### src/rtl/mastermind_pkg.sv
// Shared constants, state encoding and feedback payload for the Mastermind scorer.
package mastermind_pkg;

    localparam int unsigned NUM_PEGS   = 4;
    localparam int unsigned COLOR_W    = 3;
    localparam int unsigned NUM_ROWS   = 6;
    localparam int unsigned ROW_W      = 3;
    localparam int unsigned CNT_W      = 3;
    localparam int unsigned IDX_W      = 2;
    localparam int unsigned CODE_W     = NUM_PEGS * COLOR_W;
    localparam int unsigned FEEDBACK_W = 2 * CNT_W;

    localparam logic [COLOR_W-1:0] COLOR_GRAY = COLOR_W'(0);

    typedef enum logic [1:0] {
        ST_IDLE    = 2'd0,
        ST_EXACT   = 2'd1,
        ST_PARTIAL = 2'd2,
        ST_WRITE   = 2'd3
    } state_t;

    typedef struct packed {
        logic [CNT_W-1:0] exact;
        logic [CNT_W-1:0] partial;
    } feedback_t;

    // Extract peg k from a packed code word.
    function automatic logic [COLOR_W-1:0] peg_at(input logic [CODE_W-1:0] code,
                                                 input logic [IDX_W-1:0]  k);
        return code[32'(k) * COLOR_W +: COLOR_W];
    endfunction

endpackage

### src/rtl/mastermind_feedback_ram.sv
// Per-row feedback register file: async reset, sync clear, one write port, comb read.
module mastermind_feedback_ram
    import mastermind_pkg::*;
(
    input  logic                  Clk,
    input  logic                  Reset_n,
    input  logic                  clear_all,
    input  logic                  we,
    input  logic [ROW_W-1:0]      wr_row,
    input  logic [FEEDBACK_W-1:0] wr_data,
    input  logic [ROW_W-1:0]      rd_row,
    output logic [FEEDBACK_W-1:0] rd_data
);

    logic [FEEDBACK_W-1:0] mem [NUM_ROWS];

    // A write to a row takes priority over a same-edge clear of that row.
    always_ff @(posedge Clk or negedge Reset_n) begin
        if (!Reset_n) begin
            for (int r = 0; r < NUM_ROWS; r++) begin
                mem[r] <= '0;
            end
        end else begin
            for (int r = 0; r < NUM_ROWS; r++) begin
                if (we && (wr_row == ROW_W'(r))) begin
                    mem[r] <= wr_data;
                end else if (clear_all) begin
                    mem[r] <= '0;
                end
            end
        end
    end

    // Rows outside the board read as zero.
    always_comb begin
        rd_data = '0;
        for (int r = 0; r < NUM_ROWS; r++) begin
            if (rd_row == ROW_W'(r)) begin
                rd_data = mem[r];
            end
        end
    end

endmodule

### src/rtl/mastermind_scorer.sv
// Sequential Mastermind feedback engine: exact pass, then multiset colour pass,
// result stored per row and a sticky win flag.
module mastermind_scorer
    import mastermind_pkg::*;
(
    input  logic                  Clk,
    input  logic                  Reset_n,
    input  logic                  start,
    input  logic [ROW_W-1:0]      row,
    input  logic [CODE_W-1:0]     guess,
    input  logic [CODE_W-1:0]     answer,
    input  logic                  clear_all,
    input  logic [ROW_W-1:0]      rd_row,
    output logic [FEEDBACK_W-1:0] rd_feedback,
    output logic                  busy,
    output logic                  done,
    output logic [CNT_W-1:0]      exact,
    output logic [CNT_W-1:0]      partial,
    output logic                  win
);

    state_t                state_q, state_d;
    logic [CODE_W-1:0]     g_q, g_d;
    logic [CODE_W-1:0]     a_q, a_d;
    logic [ROW_W-1:0]      row_q, row_d;
    logic [NUM_PEGS-1:0]   used_g_q, used_g_d;
    logic [NUM_PEGS-1:0]   used_a_q, used_a_d;
    logic [IDX_W-1:0]      idx_q, idx_d;
    logic [CNT_W-1:0]      ex_cnt_q, ex_cnt_d;
    logic [CNT_W-1:0]      pa_cnt_q, pa_cnt_d;
    logic                  busy_d, done_d, win_d;
    logic [CNT_W-1:0]      exact_d, partial_d;

    logic                  we_c;
    logic                  hit_c;
    logic [COLOR_W-1:0]    g_peg_c, a_peg_c;
    feedback_t             wr_fb_c;

    assign wr_fb_c = '{exact: ex_cnt_q, partial: pa_cnt_q};

    always_ff @(posedge Clk or negedge Reset_n) begin
        if (!Reset_n) begin
            state_q  <= ST_IDLE;
            g_q      <= '0;
            a_q      <= '0;
            row_q    <= '0;
            used_g_q <= '0;
            used_a_q <= '0;
            idx_q    <= '0;
            ex_cnt_q <= '0;
            pa_cnt_q <= '0;
            busy     <= 1'b0;
            done     <= 1'b0;
            exact    <= '0;
            partial  <= '0;
            win      <= 1'b0;
        end else begin
            state_q  <= state_d;
            g_q      <= g_d;
            a_q      <= a_d;
            row_q    <= row_d;
            used_g_q <= used_g_d;
            used_a_q <= used_a_d;
            idx_q    <= idx_d;
            ex_cnt_q <= ex_cnt_d;
            pa_cnt_q <= pa_cnt_d;
            busy     <= busy_d;
            done     <= done_d;
            exact    <= exact_d;
            partial  <= partial_d;
            win      <= win_d;
        end
    end

    always_comb begin
        state_d   = state_q;
        g_d       = g_q;
        a_d       = a_q;
        row_d     = row_q;
        used_g_d  = used_g_q;
        used_a_d  = used_a_q;
        idx_d     = idx_q;
        ex_cnt_d  = ex_cnt_q;
        pa_cnt_d  = pa_cnt_q;
        done_d    = 1'b0;
        exact_d   = exact;
        partial_d = partial;
        win_d     = clear_all ? 1'b0 : win;
        we_c      = 1'b0;
        hit_c     = 1'b0;
        g_peg_c   = peg_at(g_q, idx_q);
        a_peg_c   = peg_at(a_q, idx_q);

        unique case (state_q)
            ST_IDLE: begin
                if (start) begin
                    g_d      = guess;
                    a_d      = answer;
                    row_d    = row;
                    used_g_d = '0;
                    used_a_d = '0;
                    ex_cnt_d = '0;
                    pa_cnt_d = '0;
                    idx_d    = '0;
                    state_d  = ST_EXACT;
                end
            end

            ST_EXACT: begin
                if ((g_peg_c == a_peg_c) && (g_peg_c != COLOR_GRAY)) begin
                    ex_cnt_d        = ex_cnt_q + CNT_W'(1);
                    used_g_d[idx_q] = 1'b1;
                    used_a_d[idx_q] = 1'b1;
                end
                idx_d = idx_q + IDX_W'(1);
                if (idx_q == IDX_W'(NUM_PEGS - 1)) begin
                    state_d = ST_PARTIAL;
                end
            end

            ST_PARTIAL: begin
                // Claim the lowest unused answer peg of the same colour.
                if (!used_g_q[idx_q] && (g_peg_c != COLOR_GRAY)) begin
                    for (int k = 0; k < NUM_PEGS; k++) begin
                        if (!hit_c && !used_a_q[k] &&
                            (peg_at(a_q, IDX_W'(k)) == g_peg_c)) begin
                            hit_c       = 1'b1;
                            used_a_d[k] = 1'b1;
                        end
                    end
                end
                if (hit_c) begin
                    pa_cnt_d = pa_cnt_q + CNT_W'(1);
                end
                idx_d = idx_q + IDX_W'(1);
                if (idx_q == IDX_W'(NUM_PEGS - 1)) begin
                    state_d = ST_WRITE;
                end
            end

            ST_WRITE: begin
                we_c      = (row_q < ROW_W'(NUM_ROWS));
                exact_d   = ex_cnt_q;
                partial_d = pa_cnt_q;
                if (ex_cnt_q == CNT_W'(NUM_PEGS)) begin
                    win_d = 1'b1;
                end
                done_d  = 1'b1;
                state_d = ST_IDLE;
            end

            default: state_d = ST_IDLE;
        endcase

        busy_d = (state_d != ST_IDLE);
    end

    mastermind_feedback_ram u_ram (
        .Clk       (Clk),
        .Reset_n   (Reset_n),
        .clear_all (clear_all),
        .we        (we_c),
        .wr_row    (row_q),
        .wr_data   (wr_fb_c),
        .rd_row    (rd_row),
        .rd_data   (rd_feedback)
    );

endmodule

### config.mk
export PLATFORM = sky130hd
export DESIGN_NAME = mastermind_scorer
export DESIGN_NICKNAME = d
export VERILOG_FILES = /design/src/rtl/mastermind_pkg.sv /design/src/rtl/mastermind_feedback_ram.sv /design/src/rtl/mastermind_scorer.sv
export SDC_FILE = /design/constraint.sdc
export NUM_CORES = 1
export LEC_CHECK = 0
export ABC_AREA = 1
export CAP_MARGIN = 25
export CORE_ASPECT_RATIO = 0.5
export CORE_UTILIZATION = 35
export CTS_BUF_LIST = sky130_fd_sc_hd__clkbuf_16
export DETAILED_ROUTE_END_ITERATION = 8
export HOLD_SLACK_MARGIN = 0.12
export PLACE_DENSITY = 0.54
export SYNTH_ARGS = -nofsm -noshare
export SYNTH_HDL_FRONTEND = slang
export SYNTH_HIERARCHICAL = 1
export SYNTH_SLANG_ARGS = --single-unit
### constraint.sdc
create_clock -name Clk -period 2 [get_ports Clk]
set_input_delay 0.3 -clock Clk [delete_from_list [all_inputs] [get_ports Clk]]
set_output_delay 0.3 -clock Clk [all_outputs]
set_load 0.02 [all_outputs]
==> results of run 1 <==
worst reg2reg max path: stages (launching register included):
cell      delay, ps
dfrtp_2         500
inv_4           130
nand2_1          90
nand3_4         140
nand2_8          90
nand3_4         110
nand3_2         100
a211oi_2        270
and2_4          240
nand2_2          50
nand2_1          60
nand2_1          60
cell type report:
cell class                 instances  area, sq um  share of cell area
multi-input combinational        374         2300               0.376
timing repair buffer              87          840               0.137
tap                              170          213              0.0347
inverter                          54          208              0.0338
sequential                        90         2250               0.367
clock buffer                       9          225              0.0367
clock inverter                     7         92.6              0.0151
power groups by stage:
stage	Combinational (mW)	Clock, mW	Sequential, mW
finish	4.55	1.81	2.67
global route	5.00	1.95	2.74
CTS	3.65	1.86	2.62
detailed placement	3.62	0	2.65
global placement	3.59	0	2.65
floorplan	2.43	0	2.62
cells by family after synthesis:
kind of cell / after synthesis / share of synthesized area
AO/OA/AOI/OAI: 90 / 0.103
XOR/XNOR: 6 / 0.0146
adder cells (fa/ha/maj): 11 / 0.0297
buffers and inverters: 75 / 0.0686
flip-flops: 90 / 0.486
multiplexers: 19 / 0.0462
AND/OR/NAND/NOR: 247 / 0.252
registers in the layout, indices dropped and copies added (netlist names):
register / count
u_ram/mem: 36
a_q: 12
g_q: 12
used_a_q: 4
used_g_q: 4
ex_cnt_q: 3
exact: 3
pa_cnt_q: 3
partial: 3
row_q: 3
idx_q: 2
state_q: 2
busy: 1
done: 1
win: 1
worst paths after layout:
| kind | cells past startpoint | endpoint | startpoint | slack, ps |
|---|---|---|---|---|
| worst max register to register | 11 | used_a_q[2] | idx_q[0] | 50 |
| worst max-delay path | 11 | used_a_q[2] | idx_q[0] | 50 |
| worst min-delay path | 2 | u_ram/mem[5] | Reset_n | 400 |
| max in group asynchronous | 3 | u_ram/mem[30] | Reset_n | 1050 |
| min in group Clk | 1 | exact[2] | exact[2] | 510 |
| worst min register to register | 1 | exact[2] | exact[2] | 510 |
metal layers:
layer  vias to the layer above  global-route usage  routed length [um]
met1                      1873               0.248                5610
met4                         0              0.0417                 107
li1                       1954                   -                   -
met2                        76               0.247                5170
met3                        12              0.0395                 442
met5                         -                   0                   0
cells in the mapped netlist (3+ instances only):
library cell    n
a21oi_1        24
clkbuf_1        4
o22ai_1         6
inv_2           3
nand3_2         7
mux2_2         19
ha_1           11
buf_2           6
o21ai_0        54
nand2_4         3
buf_4           5
nand4_1        17
buf_1           5
xor2_1          3
dfrtp_1        90
inv_1          49
nand2_1       113
nor2_1         34
nand3_1        65
timing repair:
item | 4_1_cts | 5_1_grt
resized for setup | 24 | 75
endpoints found under the setup margin | 12 | 19
cloned | 0 | 2
buffers inserted | 1 | 2
hold buffers | 1 | 0
endpoints found under the hold margin | 21 | 0
pin swaps | 1 | 37
==> metrics.txt, run 1 <==
Placed Instance Area ~5500 sq um; Root Driver clkbuf_16; register area share after synthesis 0.486; Num CTS Buffers 9; CP delay by family, top simple AND/OR/NAND/NOR gates; Overall Power 9.03 mW; Final Skew 8.66 ps; Clk pwr share 0.200; CP max stage cell dfrtp_2; Comb power frac 0.504; die width 165 um; Max VDD drop between 0.0005 and 0.0006 V; GRT Total Usage 0.168; CP Capture Type flop; number of antenna-violating nets in the routed design 0; dominant synthesized flop cell dfrtp_1; Die H ~83 um; CP peak stage delay 500 ps; I/O pin cnt roughly 50; detailed placement HPWL 7.94 mm; status finished clean; dominant cell type by area after synthesis dfrtp_1; period utilization 0.975; Max Freq between 500 and 600 MHz; post-route core utilization 0.481; global-route wire length before repair between 15 and 20 mm; Max Cap Viol 0; ys async rst share 1.00; row cnt 29; pre-CTS setup slack -441 ps; largest net degree at the start of global routing 42; core area 12800 sq um; WL per Instance 14.3 um; critical path fanouts, max 8; GRT overflow 0; port bufs 48; fill count 1229; Layout Cells excl Fill 791; Bufs on Longest Clock Path 2; final wirelength about 11 mm; RePlAce Congestion 0.854; Switching Power 3.72 mW; via count 3915; Post-synth EDFFs 0; most frequent cells in the layout 88 x nand2_1, 88 x dfrtp_1, 61 x nand3_1; Mapped Nets approximately 580; CP Class reg2reg; largest cells by area after synthesis dfrtp_1 49%, nand2_1 9.2%, nand3_1 7.0%; Critical Path Start Type flop; H-tree depth 3; Post-Syn Area 4630 sq um; clk slew on worst S/H paths 60 ps; Worst Max-Slew Pin Slew 469 ps; die area 13700 sq um; share of cells above drive strength 1 0.235; Pre-Repair DR Iteration Count 4; post-synth top area share 0.486; antenna diode count 0; Reg power frac 0.296; Mapped Cells ~540; Final setup viols 0; Worst EP arrival 2180 ps; DRT iter0 DRCs 284; worst hold margin 398 ps; Sw Share 0.412; Post-Route Setup TNS 0 ps; Placed Cells roughly 770; RSZ-0062 raised after global routing yes; Remaining DRCs 0; Synth warnings 6; post-layout min period 1950 ps; initial antenna violation count 0; LEAKAGE 2.82 nW; # clock sinks 90; vias in the first global route 3632; post-synthesis register bit count 90; pwr/cell area 1470 nW/um^2; Slew headroom 0.687; clock latency at the later pin of the worst-skew pair 340 ps; CTS tree done; WP buf/inv 1; post-synthesis average cell area 8.61 sq um; vias per cell 4.95; Hold Path Class in2async; worst setup margin roughly 50 ps; finished layout cell area ~6000 sq um; Final nets 661; Critical Path RT 2230 ps; area delta synth->final 32.5%; Slew Limit Fails 0; most frequent CP cell nand2_1; CP Cell Sequence inv_4 > nand2_1 > nand3_4 > nand2_8 > nand3_4 > nand3_2 > a211oi_2 > and2_4 > nand2_2 > nand2_1 > nand2_1; Int Power 5.31 mW; Hold Fails Final Rpt 0; post-synth cell types 36; Initial Utilization 0.363
(Power assumes the default switching activity.)
==> run 2, diff against run 1 <==
- PLACE_DENSITY: 0.54 -> not set
==> run 2 against run 1 <==
  * Routed wire length is 5.2% lower
  * Sequential share of layout area is 1.5 points higher
  * Clock skew is 1.4 ps lower
  * Hold slack better by 90 ps
  * Core utilization is 1.9 points lower
  * Clock power is 5% lower
  * First-iteration DRC count is 35% lower
  * Fmax hardly changed
  * Cell area is 4.0% lower
  * Critical path type unchanged
==> metrics.txt, run 2 (synthesized netlist as in run 1, its figures left out) <==
CP max stage cell dfrtp_2 (unchanged); Bufs on Longest Clock Path 2 (unchanged); Placed Instance Area 5490 sq um (was 5520 sq um); Switching Power 3.34 mW (was 3.72 mW); Max Cap Viol 0 (unchanged); commonest non-fill, non-tap cell in the layout nand2_1; fill count 1237 (was 1229); # clock sinks 90 (unchanged); Int Power 4.84 mW (was 5.31 mW); Final nets 660 (was 661); period utilization 0.974 (was 0.975); most frequent CP cell nand2_1 (unchanged); CP delay by family, top simple AND/OR/NAND/NOR gates (unchanged); CP Cell Sequence inv_2 > nand2_1 > nand3_4 > nand2_4 > buf_4 > nand3_2 > nand3_1 > a211oi_2 > and2_4 > nand2_1 > nand2_1 > nand2_1 (was inv_4 > nand2_1 > nand3_4 > nand2_8 > nand3_4 > nand3_2 > a211oi_2 > and2_4 > nand2_2 > nand2_1 > nand2_1); Hold Path Class in2async (unchanged); Regs by FF count u_ram/mem x36, a_q x12, g_q x12 (unchanged); LEAKAGE 2.77 nW (was 2.82 nW); Critical Path Start Type flop (unchanged); Clk pwr share 0.210 (was 0.200); Overall Power 8.18 mW (was 9.03 mW); global-route wire length before repair 18.3 mm (was 18.1 mm); Hold Fails Final Rpt 0 (unchanged); Root Driver clkbuf_16 (unchanged); uppermost layer routed met4 (unchanged); die width 165 um (unchanged); Layout Cells excl Fill 790 (was 791); Critical Path RT 2230 ps (about the same); Placed Cells 769 (unchanged); CTS tree done (unchanged); share of cells above drive strength 1 0.184 (was 0.235); post-route core utilization 0.461 (was 0.481); CP peak stage delay 440 ps (was 500 ps); clk slew on worst S/H paths 70 ps (was 60 ps); DRT iter0 DRCs 186 (was 284); met3 routed WL 435 um (was 442 um); RSZ-0062 raised after global routing yes (unchanged); Final Skew 7.30 ps (was 8.66 ps); row cnt 29 (unchanged); met2 wire length 4.84 mm (was 5.17 mm); Num CTS Buffers 9 (unchanged); WL per Instance 13.6 um (was 14.3 um); worst hold margin 488 ps (was 398 ps); Max Freq 513 MHz (about the same); Slew Limit Fails 0 (unchanged); initial antenna violation count 0 (unchanged); vias per cell 4.91 (was 4.95); largest net degree at the start of global routing 41 (was 42); Max VDD drop 0.000676 V (was 0.000556 V); antenna diode count 0 (unchanged); core area 12800 sq um (unchanged); die area 13700 sq um (unchanged); CP Capture Type flop (unchanged); most frequent cells in the layout 111 x nand2_1, 88 x dfrtp_1, 63 x nand3_1 (was 88 x nand2_1, 88 x dfrtp_1, 61 x nand3_1); pre-CTS setup slack -434 ps (was -441 ps); I/O pin cnt 49 (unchanged); Largest register FFs 36 (unchanged); register with the most flip-flops u_ram/mem (unchanged); area delta synth->final 27.2% (was 32.5%); vias in the first global route 3815 (was 3632); port bufs 48 (unchanged); Worst EP arrival 2180 ps (about the same); finished layout cell area 5890 sq um (was 6140 sq um); Pre-Repair DR Iteration Count 5 (was 4); clock latency at the later pin of the worst-skew pair 340 ps (about the same); Final setup viols 0 (unchanged); critical path fanouts, max 8 (unchanged); CP Class reg2reg (unchanged); status finished clean (unchanged); Die H 83.3 um (unchanged); FF/Latch Area 2250 sq um (unchanged); detailed placement HPWL 7.85 mm (was 7.94 mm); M1 WL 5.36 mm (was 5.61 mm); Comb power frac 0.468 (was 0.504); Slew headroom 0.623 (was 0.687); pwr/cell area 1390 nW/um^2 (was 1470 nW/um^2); H-tree depth 3 (unchanged); GRT overflow 0 (unchanged); Remaining DRCs 0 (unchanged); post-layout min period 1950 ps (about the same); GRT Total Usage 0.169 (was 0.168); Initial Utilization 0.363 (unchanged); area taken by multi-input logic gates 2140 sq um (was 2300 sq um); Sw Share 0.408 (was 0.412); Post-Route Setup TNS 0 ps (unchanged); Worst Max-Slew Pin Slew 566 ps (was 469 ps); final wirelength 10.7 mm (was 11.3 mm); RePlAce Congestion 0.846 (was 0.854); WP buf/inv 2 (was 1); number of antenna-violating nets in the routed design 0 (unchanged); Reg power frac 0.322 (was 0.296); via count 3882 (was 3915); worst setup margin 52.3 ps (was 50.5 ps)
[run 2: changes by cell type in the layout (fill, tap and decap cells not counted), moves of 3 or more]
| cell | before | now |
|---|---|---|
| nand2_2 | 24 | 2 |
| buf_2 | 2 | 5 |
| o21ai_2 | 7 | 1 |
| o21ai_1 | 3 | 10 |
| nand3_4 | 7 | 3 |
| buf_6 | 5 | 2 |
| buf_4 | 30 | 35 |
| nand2_1 | 88 | 111 |
[run 2: path summary, 6_finish.rpt]
kind	from	to	slack, ps	cells after the start
setup / recovery	idx_q[0]	used_a_q[3]	50	12
hold / removal	Reset_n	a_q[5]	490	2
setup reg to reg	idx_q[0]	used_a_q[3]	50	12
hold reg to reg	partial[2]	partial[2]	510	1
max in group asynchronous	Reset_n	u_ram/mem[3]	950	3
min in group Clk	partial[2]	partial[2]	510	1
[run 2: final cells by class]
| cell class | instances | area share |
|---|---|---|
| Timing Repair Buffer | 86 | 0.131 |
| Multi-Input combinational cell | 374 | 0.363 |
| Sequential cell | 90 | 0.383 |
| Inverter | 54 | 0.0348 |
| Clock inverter | 7 | 0.0132 |
| Clock buffer | 9 | 0.0382 |
| Tap cell | 170 | 0.0361 |
[run 2: power groups by stage]
stage	clock (mW)	sequential, mW	combinational (mW)
3_5_place_dp	0	2.66	3.49
6_report	1.72	2.63	3.82
3_3_place_gp	0	2.65	3.46
4_1_cts	1.76	2.63	3.52
2_1_floorplan	0	2.62	2.43
5_1_grt	1.84	2.70	4.25
[run 2: metal layers]
layer,track usage,vias to the layer above
li1,-,1946
met1,0.240,1852
met2,0.255,76
met3,0.0390,8
met4,0.0542,0
met5,0,-
[run 2: repair_timing]
action | in CTS | in global routing
buffers inserted | 2 | 1
hold buffers | 1 | 0
setup endpoints to repair | 6 | 26
gates cloned | 0 | 1
pin swaps | 1 | 13
resized for setup | 22 | 34
hold endpoints to repair | 38 | 0
==> run 3, diff against run 2 <==
- CORE_MARGIN: not set -> 3
==> run 3 against run 2 <==
  * Largest power group unchanged
  * Final cell count down 0.89%
  * Sequential power increased by 2%
  * Power rose by 1.6%
  * Hold slack worse by 65 ps
  * Highest routed layer unchanged
  * Via count up 0.21%
==> metrics.txt, run 3 (synthesized netlist as in run 1, its figures left out) <==
clock latency at the later pin of the worst-skew pair 340 ps (about the same); # clock sinks 90 (unchanged); DRT iter0 DRCs 201 (was 186); Initial Utilization 0.362 (was 0.363); LEAKAGE 2.75 nW (was 2.77 nW); Clk pwr share 0.203 (was 0.210); Slew Limit Fails 0 (unchanged); clk slew on worst S/H paths 70 ps (about the same); vias in the first global route 3726 (was 3815); Largest register FFs 36 (unchanged); RSZ-0062 raised after global routing yes (unchanged); fill count 1265 (was 1237); Bufs on Longest Clock Path 2 (unchanged); number of antenna-violating nets in the routed design 0 (unchanged); Post-Route Setup TNS 0 ps (unchanged); Hold Path Class in2async (unchanged); Final Skew 5.73 ps (was 7.30 ps); global-route wire length before repair 18.6 mm (was 18.3 mm); RePlAce Congestion 0.809 (was 0.846); WL per Instance 14.2 um (was 13.6 um); die area 14700 sq um (was 13700 sq um); Int Power 4.86 mW (was 4.84 mW); Final setup viols 0 (unchanged); Slew headroom 0.705 (was 0.623); GRT overflow 0 (unchanged); I/O pin cnt 49 (unchanged); share of cells above drive strength 1 0.197 (was 0.184); commonest non-fill, non-tap cell in the layout nand2_1 (unchanged); GR Util met3 0.0349 (was 0.0390); Remaining DRCs 0 (unchanged); Num CTS Buffers 9 (unchanged); initial antenna violation count 0 (unchanged); Max Cap Viol 0 (unchanged); Root Driver clkbuf_16 (unchanged); status finished clean (unchanged); met1 Track Usage GR 0.223 (was 0.240); CP Capture Type flop (unchanged); GRT Total Usage 0.159 (was 0.169); Max Freq 520 MHz (was 513 MHz); CP Cell Sequence buf_6 > o21ai_0 > nand2_1 > nand2_1 > xor2_2 > nand4_4 > nand2_2 > and2_4 > nand2_2 > nand2_2 > nand2_1 (was inv_2 > nand2_1 > nand3_4 > nand2_4 > buf_4 > nand3_2 > nand3_1 > a211oi_2 > and2_4 > nand2_1 > nand2_1 > nand2_1); port bufs 48 (unchanged); Placed Cells 761 (was 769); FF/Latch Area 2250 sq um (unchanged); WP buf/inv 1 (was 2); Pre-Repair DR Iteration Count 5 (unchanged); Final nets 653 (was 660); antenna diode count 0 (unchanged); row cnt 29 (unchanged); area taken by multi-input logic gates 2210 sq um (was 2140 sq um); Switching Power 3.45 mW (was 3.34 mW); Critical Path Start Type flop (unchanged); final wirelength 11.1 mm (was 10.7 mm); via count 3890 (was 3882); Die H 87.3 um (was 83.3 um); most frequent cells in the layout 100 x nand2_1, 88 x dfrtp_1, 63 x nand3_1 (was 111 x nand2_1, 88 x dfrtp_1, 63 x nand3_1); CTS tree done (unchanged); Regs by FF count u_ram/mem x36, a_q x12, g_q x12 (unchanged); H-tree depth 3 (unchanged); Critical Path RT 2230 ps (about the same); Reg power frac 0.322 (about the same); CP max stage cell dfrtp_2 (unchanged); CP peak stage delay 480 ps (was 440 ps); pwr/cell area 1410 nW/um^2 (was 1390 nW/um^2); Worst Max-Slew Pin Slew 440 ps (was 566 ps); largest net degree at the start of global routing 44 (was 41); Comb power frac 0.474 (was 0.468); die width 169 um (was 165 um); Hold Fails Final Rpt 0 (unchanged); Worst EP arrival 2150 ps (was 2180 ps); register with the most flip-flops u_ram/mem (unchanged); CP delay by family, top simple AND/OR/NAND/NOR gates (unchanged); detailed placement HPWL 7.90 mm (was 7.85 mm); core area 12800 sq um (about the same); Max VDD drop 0.000596 V (was 0.000676 V); vias per cell 4.97 (was 4.91); Layout Cells excl Fill 783 (was 790); period utilization 0.961 (was 0.974); Overall Power 8.31 mW (was 8.18 mW); CP Class reg2reg (unchanged); post-layout min period 1920 ps (was 1950 ps); global route hottest layer met2 (unchanged); Sw Share 0.416 (was 0.408); grt met2 use 0.249 (was 0.255); critical path fanouts, max 8 (unchanged); area delta synth->final 27.7% (was 27.2%)
[run 3: cell count changes in the layout (fill, tap and decap cells not counted), moves of 2 or more]
cell            change
nand2_1            -11
buf_4              -10
nand2_2             +8
nand2_4             +3
nand3_2             -3
nand3_4             +3
a21oi_1             -2
a21oi_2             +2
buf_6               +2
clkinv_2            +2
dlymetal6s2s_1      -2
[run 3: per-layer routing]
metal,vias to the layer above,share of wire
met2,70,0.45
met4,0,0.012
li1,1941,-
met3,12,0.034
met5,-,0
met1,1867,0.50
[run 3: repair_timing]
| item | CTS | global route |
|---|---|---|
| cloned | 1 | 1 |
| buffers inserted | 0 | 3 |
| gates resized for setup | 27 | 50 |
| endpoints found under the setup margin | 11 | 21 |
| hold endpoints to repair | 24 | 0 |
| hold buffers | 1 | 0 |
| pin swaps | 1 | 18 |
[run 3: metrics by stage]
step,setup WS (ps),hold WS [ps],utilization,instance area (sq um)
5_1_grt,-89.0,455,0.462,5910
3_5_place_dp,-446,240,0.425,5440
6_report,78.4,423,0.462,5910
3_3_place_gp,-438,247,0.425,5440
4_1_cts,5.91,431,0.450,5760
2_1_floorplan,173,4.41,-,4630
[run 3: path summary, 6_finish.rpt]
kind                             start     endpoint  slack, ps  cells after the start
min                            Reset_n          win        420                      2
min in group Clk           used_a_q[2]  used_a_q[2]        500                      2
max reg2reg                   idx_q[0]  used_a_q[3]         80                     11
max in group asynchronous      Reset_n       a_q[2]        940                      3
max                           idx_q[0]  used_a_q[3]         80                     11
min reg2reg                used_a_q[2]  used_a_q[2]        500                      2
[run 3: layout make-up]
class                      instances  share of cell area
clock inverter                     7              0.0116
inverter                          54              0.0351
sequential                        90               0.381
clock buffer                       9              0.0381
multi-input combinational        374               0.373
timing repair buffer              79               0.124
tap                              170              0.0360
[run 3: power groups by stage]
stage | sequential [mW] | clock [mW] | combinational (mW)
after floorplan | 2.62 | 0 | 2.43
after global placement | 2.65 | 0 | 3.37
after detailed placement | 2.65 | 0 | 3.41
after CTS | 2.63 | 1.74 | 3.57
after global routing | 2.75 | 1.80 | 4.41
final | 2.68 | 1.69 | 3.94
